### config.mk
export PLATFORM = sky130hd
export DESIGN_NAME = bundle_packer
export DESIGN_NICKNAME = d
export VERILOG_FILES = /design/src/rtl/bundle_packer.sv
export SDC_FILE = /design/constraint.sdc
export NUM_CORES = 1
export LEC_CHECK = 0
export CORE_ASPECT_RATIO = 1.4
export CORE_MARGIN = 2
export CORE_UTILIZATION = 50
export CTS_BUF_LIST = sky130_fd_sc_hd__clkbuf_4 sky130_fd_sc_hd__clkbuf_8
export DETAILED_ROUTE_END_ITERATION = 10
export PLACE_DENSITY = 0.74
export SYNTH_ARGS = -nofsm -noshare
export SYNTH_HDL_FRONTEND = slang
export SYNTH_SLANG_ARGS = --single-unit
export TNS_END_PERCENT = 50
### constraint.sdc
create_clock -name clk -period 3.32 [get_ports clk]
set_input_delay 0.83 -clock clk [delete_from_list [all_inputs] [get_ports clk]]
set_output_delay 0.83 -clock clk [all_outputs]
set_load 0.005 [all_outputs]
### src/rtl/bundle_packer.sv
// Packs ALU-slot and mem/ctrl-slot halfwords into 32-bit bundles.
// Optional stats counters: define BUNDLE_PACKER_STATS_EN.
module bundle_packer #(
  parameter int DEPTH    = 4,
  parameter int MAX_WAIT = 3
) (
  input  logic        clk,
  input  logic        rst_n,
  input  logic        a_valid,
  input  logic [15:0] a_data,
  output logic        a_ready,
  input  logic        b_valid,
  input  logic [15:0] b_data,
  output logic        b_ready,
  input  logic        flush,
  output logic        out_valid,
  output logic [31:0] out_bundle,
  input  logic        out_ready,
  output logic        illegal_op
`ifdef BUNDLE_PACKER_STATS_EN
  ,
  output logic [15:0] bundle_cnt,
  output logic [15:0] pad_cnt
`endif
);

  localparam int PW = $clog2(DEPTH);
  localparam int CW = PW + 1;
  localparam logic [CW-1:0] FULL = CW'(DEPTH);
  localparam logic [3:0] MW = 4'(MAX_WAIT);

  logic [15:0]   a_mem [DEPTH];
  logic [15:0]   b_mem [DEPTH];
  logic [PW-1:0] a_wp, a_rp, b_wp, b_rp;
  logic [CW-1:0] a_cnt, b_cnt;
  logic [3:0]    wcnt;

  logic a_legal, b_legal;
  logic push_a, push_b, pop_a, pop_b;
  logic a_ne, b_ne, one, can_load, emit;
  logic [15:0] a_word, b_word, a_head, b_head;

  always_comb begin
    a_legal = 1'b0;
    case (a_data[4:0])
      5'b01000: a_legal = (a_data[7:5] == 3'b100) ||
                          (a_data[7:5] == 3'b011) ||
                          (a_data[7:5] == 3'b010);
      5'b00101,
      5'b00000: a_legal = 1'b1;
      default:  a_legal = 1'b0;
    endcase
  end

  always_comb begin
    b_legal = 1'b0;
    case (b_data[4:0])
      5'b01010, 5'b01011,
      5'b11110, 5'b11011,
      5'b00000: b_legal = 1'b1;
      default:  b_legal = 1'b0;
    endcase
  end

  assign a_word   = a_legal ? a_data : 16'h0000;
  assign b_word   = b_legal ? b_data : 16'h0000;
  assign a_ready  = (a_cnt != FULL);
  assign b_ready  = (b_cnt != FULL);
  assign push_a   = a_valid && a_ready;
  assign push_b   = b_valid && b_ready;
  assign a_ne     = (a_cnt != '0);
  assign b_ne     = (b_cnt != '0);
  assign one      = a_ne ^ b_ne;
  assign can_load = !out_valid || out_ready;
  // Pairs go out immediately; a lone half waits for timeout or flush
  assign emit     = can_load &&
                    ((a_ne && b_ne) || (one && ((wcnt == MW) || flush)));
  assign pop_a    = emit && a_ne;
  assign pop_b    = emit && b_ne;
  assign a_head   = a_ne ? a_mem[a_rp] : 16'h0000;
  assign b_head   = b_ne ? b_mem[b_rp] : 16'h0000;

  always_ff @(posedge clk or negedge rst_n) begin
    if (!rst_n) begin
      for (int i = 0; i < DEPTH; i++) begin
        a_mem[i] <= 16'h0000;
        b_mem[i] <= 16'h0000;
      end
      a_wp  <= '0;
      a_rp  <= '0;
      b_wp  <= '0;
      b_rp  <= '0;
      a_cnt <= '0;
      b_cnt <= '0;
    end else begin
      if (push_a) begin
        a_mem[a_wp] <= a_word;
        a_wp        <= a_wp + 1'b1;
      end
      if (push_b) begin
        b_mem[b_wp] <= b_word;
        b_wp        <= b_wp + 1'b1;
      end
      if (pop_a) a_rp <= a_rp + 1'b1;
      if (pop_b) b_rp <= b_rp + 1'b1;
      a_cnt <= a_cnt + CW'(push_a) - CW'(pop_a);
      b_cnt <= b_cnt + CW'(push_b) - CW'(pop_b);
    end
  end

  always_ff @(posedge clk or negedge rst_n) begin
    if (!rst_n) begin
      wcnt <= 4'd0;
    end else if (emit || !one) begin
      wcnt <= 4'd0;
    end else if (wcnt != MW) begin
      wcnt <= wcnt + 4'd1;
    end
  end

  always_ff @(posedge clk or negedge rst_n) begin
    if (!rst_n) begin
      out_valid  <= 1'b0;
      out_bundle <= 32'h0;
    end else if (emit) begin
      out_valid  <= 1'b1;
      out_bundle <= {b_head, a_head};
    end else if (out_ready) begin
      out_valid  <= 1'b0;
    end
  end

  always_ff @(posedge clk or negedge rst_n) begin
    if (!rst_n) begin
      illegal_op <= 1'b0;
    end else if ((push_a && !a_legal) || (push_b && !b_legal)) begin
      illegal_op <= 1'b1;
    end
  end

`ifdef BUNDLE_PACKER_STATS_EN
  always_ff @(posedge clk or negedge rst_n) begin
    if (!rst_n) begin
      bundle_cnt <= 16'h0;
      pad_cnt    <= 16'h0;
    end else begin
      if (out_valid && out_ready) bundle_cnt <= bundle_cnt + 16'd1;
      if (emit && one)            pad_cnt    <= pad_cnt + 16'd1;
    end
  end
`endif

endmodule

Word-level counts from Yosys, hierarchy flattened --
Index checks and enable logic that the tools add are counted.
Operators by class: $add $sub $neg 9, $lt $le $gt $ge 6, eq/ne operators 13, mux-type cells 22, bitwise gates (word level) 5, reduce and logical (&&, ||, !) cells 30
Operators by type and width (number):
- 16-bit two-way mux | 10
- 64-bit bitwise mux | 2
- 16-bit binary-select mux with 2-bit select | 2
- 16-bit demux with 2-bit select | 2
- 5-bit by 4-bit == test with 1-bit output (second input constant) | 3
- 3-bit greater-or-equal comparator (second input constant) | 4
- 2-bit NOT with 3-bit output | 4
- 1-bit logical AND | 11
- 5-bit == test (second input constant) | 2
- 5-bit zero test | 2
- 2-bit by 1-bit adder with 2-bit output (second input constant) | 4
- 4-bit two-way mux | 2
- 1-bit logical OR | 7
- 3-bit by 1-bit adder with 3-bit output | 2
- 3-bit by 2-bit == test with 1-bit output (second input constant) | 2
- 3-bit by 1-bit < comparator with 1-bit output (second input constant) | 2
- 3-bit inequality test (second input constant) | 2
- 3-bit nonzero test | 2
- 3-bit by 1-bit subtractor with 3-bit output | 2
- 5-bit by 3-bit == test with 1-bit output (second input constant) | 1
- 5-bit OR reduction | 1
- 4-bit by 1-bit adder with 4-bit output (second input constant) | 1
- 4-bit by 2-bit == test with 1-bit output (second input constant) | 1
- 1-bit zero test | 4
- other kinds (7) | 10
Storage, ports and cells: flip-flop bits (word level) 180, input port bits 38, logic and storage cells 103

Depth between registers and ports, before layout --
depth after elaboration 7, gate-level depth with buffers 12, depth with buffers taken out 10

Worst setup path before layout --
Ideal clock, no wire load.
path kind register to register, start register b_cnt[1], end register b_cnt[2], setup time 0.123 ns, arrival time 2.955 ns, slack 0.242 ns, stages on the path, launching flop included 13, path buffers 2, period minus slack after synthesis 3.078 ns, cells stage by stage dfrtp_1 > or3_1 > ha_1 > and4bb_2 > o211a_1 > buf_2 > buf_2 > ha_1 > inv_1 > ha_1 > fa_1 > xnor2_1 > xnor2_1
Between the ends: cells in the longest elaborated chain, start to end 7
Ends and longest elaborated chain:
- start, declared | line 35 | logic [CW-1:0] a_cnt, b_cnt;
- start signal, assigned | line 107 | b_cnt <= b_cnt + CW'(push_b) - CW'(pop_b);
- 3-bit nonzero test * | line 72 | assign b_ne = (b_cnt != '0);
- 1-bit XOR | line 73 | assign one = a_ne ^ b_ne;
- 1-bit logical AND | line 77 | ((a_ne && b_ne) || (one && ((wcnt == MW) || flush)));
- 1-bit logical OR | line 77
- 1-bit logical AND | line 76 | assign emit = can_load &&
- 1-bit logical AND * | line 79 | assign pop_b = emit && b_ne;
- named net pop_b | line 39 | logic push_a, push_b, pop_a, pop_b;
- 3-bit by 1-bit subtractor with 3-bit output * | line 107
The timed path passes the listed nets; every way through them passes the cells marked *. A chain may end at the register's enable or synchronous reset.

Worst setup path after layout --
start register b_cnt[1], end register a_cnt[2]
Between the ends: cells in the longest elaborated chain, start to end 7
Ends and longest elaborated chain:
- 3-bit nonzero test * | line 72
- 1-bit XOR | line 73
- 1-bit logical AND | line 77
- 1-bit logical OR * | line 77
- 1-bit logical AND * | line 76
- 1-bit logical AND * | line 78 | assign pop_a = emit && a_ne;
- 3-bit by 1-bit subtractor with 3-bit output * | line 106 | a_cnt <= a_cnt + CW'(push_a) - CW'(pop_a);
- end signal, assigned | line 106
- end, declared | line 35
Every way passes the cells marked *; elsewhere a longest branch is shown, timed or not.

==> results.md <==
- Worst slew pin tran: slightly below 0.9 ns
- Yosys top cell area share: 56.28%
- Die Ht: 153.7 µm
- Post-synthesis mux area share: 10.40%
- Final global-route overflow total: 0
- # port buffers: 73
- Max-slew headroom: 42.25%
- Setup TNS: 0 ns
- Setup repair after global routing missed its margin: false
- Max VDD drop: 359.9 µV
- Initial antenna violation count: 0
- # hold bufs at CTS: 0
- Largest net degree at the start of global routing: 60
- Pwr Total: 7.242 mW
- Io pins: 74
- Drt via density: 5.801
- Crit-path max FO: 4
- Leading area contributor after synthesis: dfrtp_1
- Count of cell types in the netlist: 35
- Fmax: 0.3387 GHz
- Overall routed net length: roughly 19,000 µm
- Bufs on Longest Clock Path: 2
- Wire length per cell: 18.49 µm
- Synthesis-stage register bit count: 180
- CP Data Arrival Time: around 3.3 ns
- Layout Cells excl Fill: 1,009
- Largest family of logic cells by synthesized area: simple AND/OR/NAND/NOR gates
- Drt initial violations: 449
- Global placement routability congestion: a little under 0.8
- Die area: about 17,000 µm²
- Final Hold Fails: 0
- Cell Area, Placed: 8962 µm²
- Critical path buffer and inverter count: 1
- Area Growth Syn to Fin: 17.02%
- Run status: finished, final reports clean
- Fin crit share: 88.92%
- Synthesized Nets: between 700 and 800
- Row Count: 54
- Ratio of cells with drive above 1 in the final layout: between 10% and 20%
- Req. time, crit path: 3.71 ns
- Clk sink count: 180
- Vias in the first global route: 5,969
- Adder-Cell Fraction of Synth Area: 2.689%
- CTS clk-pin slew, worst paths: 0.09 ns
- Most common cell on crit path: ha_1
- Core area: roughly 16,000 µm²
- Avg Cell Area, Syn: about 11 µm²
- CP Capture Type: register
- Crit start category: register
- Placed cell count: 978
- Cts bufs inserted: 17
- Fin nets: roughly 860
- Die width: around 110 µm
- YS warnings: 0
- Hold WC Path Type: in -> async
- Ranking of synthesized cells by area: dfrtp_1, nand2_1, mux4_2
- Post-Syn Area: ~8000 µm²
- GRT Overall Usage: 22.78%
- Layout Skew: between 0.009 and 0.01 ns
- Crit-path slowest cell: dfrtp_1
- Antenna Cells: 0
- Final Max Tran Viols: 0
- Worst skew pair latency: 0.46 ns
- Starting density of the core: 51.28%
- First-pass GRT wire length: 30,750 µm
- Delay-heaviest family, CP: adder cells
- Gate Count Post-Synth: about 730
- First drt pass iteration count: 5
- Design Area, Final: approximately 9400 µm²
- Xor-xnor portion of the synthesized cell area: 1.641%
- Crit path kind: reg -> reg
- Final ANT Viol Nets: 0
- Static Leak: 4.215 nW
- Post-synthesis compound-gate area fraction: about 11%
- Seq/Total Area, Yosys: 56.28%
- DRC Markers: 0
- Setup violations, final: 0
- Crit path largest cell delay: around 0.40 ns
- Via Count: 5,853
- Pwr/cell area: 773.2 nW/µm²
- Commonest non-fill, non-tap cell in the layout: nand2_1
- Htree depth: 4
- Min Tclk post-route: 2.952 ns
- Simple-gate share of the synthesized area: 14.48%
- Crit-path cells: or3_1 > ha_1 > and4bb_2 > o211a_1 > ha_1 > inv_1 > ha_1 > fa_1 > xnor2_1 > xnor2_1
- TritonCTS clock tree: yes
- Max cap viols: 0
- Post-CTS sizing: 0
- Root Driver: clkbuf_8
- Total setup buffers inserted after CTS: 0
- Final core occ: roughly three fifths
- Hpwl dp: between 10,000 and 15,000 µm
- Most frequent cells in the layout: nand2_1, dfrtp_1, clkdlybuf4s50_1, o21ai_0, o21ai_1
final timing paths:
| kind | endpoint | slack, ns | start | depth (start not counted) |
|---|---|---|---|---|
| max | a_cnt[2] | 0.37 | b_cnt[1] | 10 |
| min | b_mem[11] | 0.33 | rst_n | 1 |
| max reg2reg | a_cnt[2] | 0.37 | b_cnt[1] | 10 |
| min reg2reg | b_mem[18] | 0.48 | b_mem[18] | 2 |
| max in group asynchronous | b_mem[14] | 2.25 | rst_n | 2 |
| min in group clk | b_mem[18] | 0.48 | b_mem[18] | 2 |
cells in the mapped netlist, drive strengths merged:
library cell and n:
ha 14, xnor2 9, nand3 10, nor2b 2
nand2 216, fa 2, a221o 1, or4 1
mux2 9, nor3 3, a21oi 1, and4bb 1
nand2b 1, dfrtp 180, buf 32, or3 3
a22o 32, mux2i 1, or3b 4, a21o 10
nand4 1, and3 8, o211a 2, inv 12
nor3b 3, and2 10, o21ai 100, nor2 12
mux4 32, xor2 6, clkbuf 15
logic make-up after synthesis:
| kind of cell | after synthesis |
|---|---|
| xor gates and xnor gates | 15 |
| adders and majority gates | 16 |
| DFF | 180 |
| muxes | 42 |
| buffers and inverters | 59 |
| and+or+nand+nor | 275 |
| AOI/OAI and AO/OA | 146 |
metal layers:
| layer | wire length [µm] | track usage (%) | vias to the layer above |
|---|---|---|---|
| met5 | 0 | 0 | - |
| met4 | 362 | 8.869 | 0 |
| met3 | 1140 | 4.493 | 29 |
| met2 | 9921 | 39.88 | 231 |
| met1 | 7232 | 27.92 | 2949 |
| li1 | - | - | 2644 |
per-stage QoR:
| step | setup WS, ns | hold WS [ns] |
|---|---|---|
| global route | 0.2490 | 0.3450 |
| global placement | 0.4041 | 0.4549 |
| floorplan | 0.2420 | 0.4405 |
| CTS | 0.3508 | 0.3360 |
| finish | 0.3678 | 0.3279 |
| detailed placement | 0.3404 | 0.4582 |
report_power, final:
group | switching [mW] | internal (mW) | total (mW)
clock network | 0.764 | 0.761 | 1.52
logic | 1.36 | 1.17 | 2.53
registers | 0.419 | 2.77 | 3.19
sequential cells by signal (all words and copies together) (netlist names), 2 cells and up:
signal	count
b_wp	2
b_cnt	3
a_rp	2
a_wp	2
a_cnt	3
b_rp	2
wcnt	4
b_mem	64
out_bundle	32
a_mem	64
worst reg2reg max path, cell delays in order, from the launching register on:
cell and delay (ns):
dfrtp_1 0.40, or3_1 0.40, ha_1 0.34, and4bb_2 0.28
o211a_1 0.26, ha_1 0.27, inv_1 0.04, ha_1 0.18
fa_1 0.39, xnor2_1 0.20, xnor2_1 0.14
area by class of cell:
type | count | area [µm²]
clock buffers | 23 | 304.0
clock inverters | 8 | 100.1
fillers | 1256 | 6241
inverters | 12 | 45.04
multi-input cells | 494 | 3238
flip-flops and latches | 180 | 4504
well taps | 196 | 245.2
repair buffers | 96 | 929.6
Power figures use the tool's default switching activity.
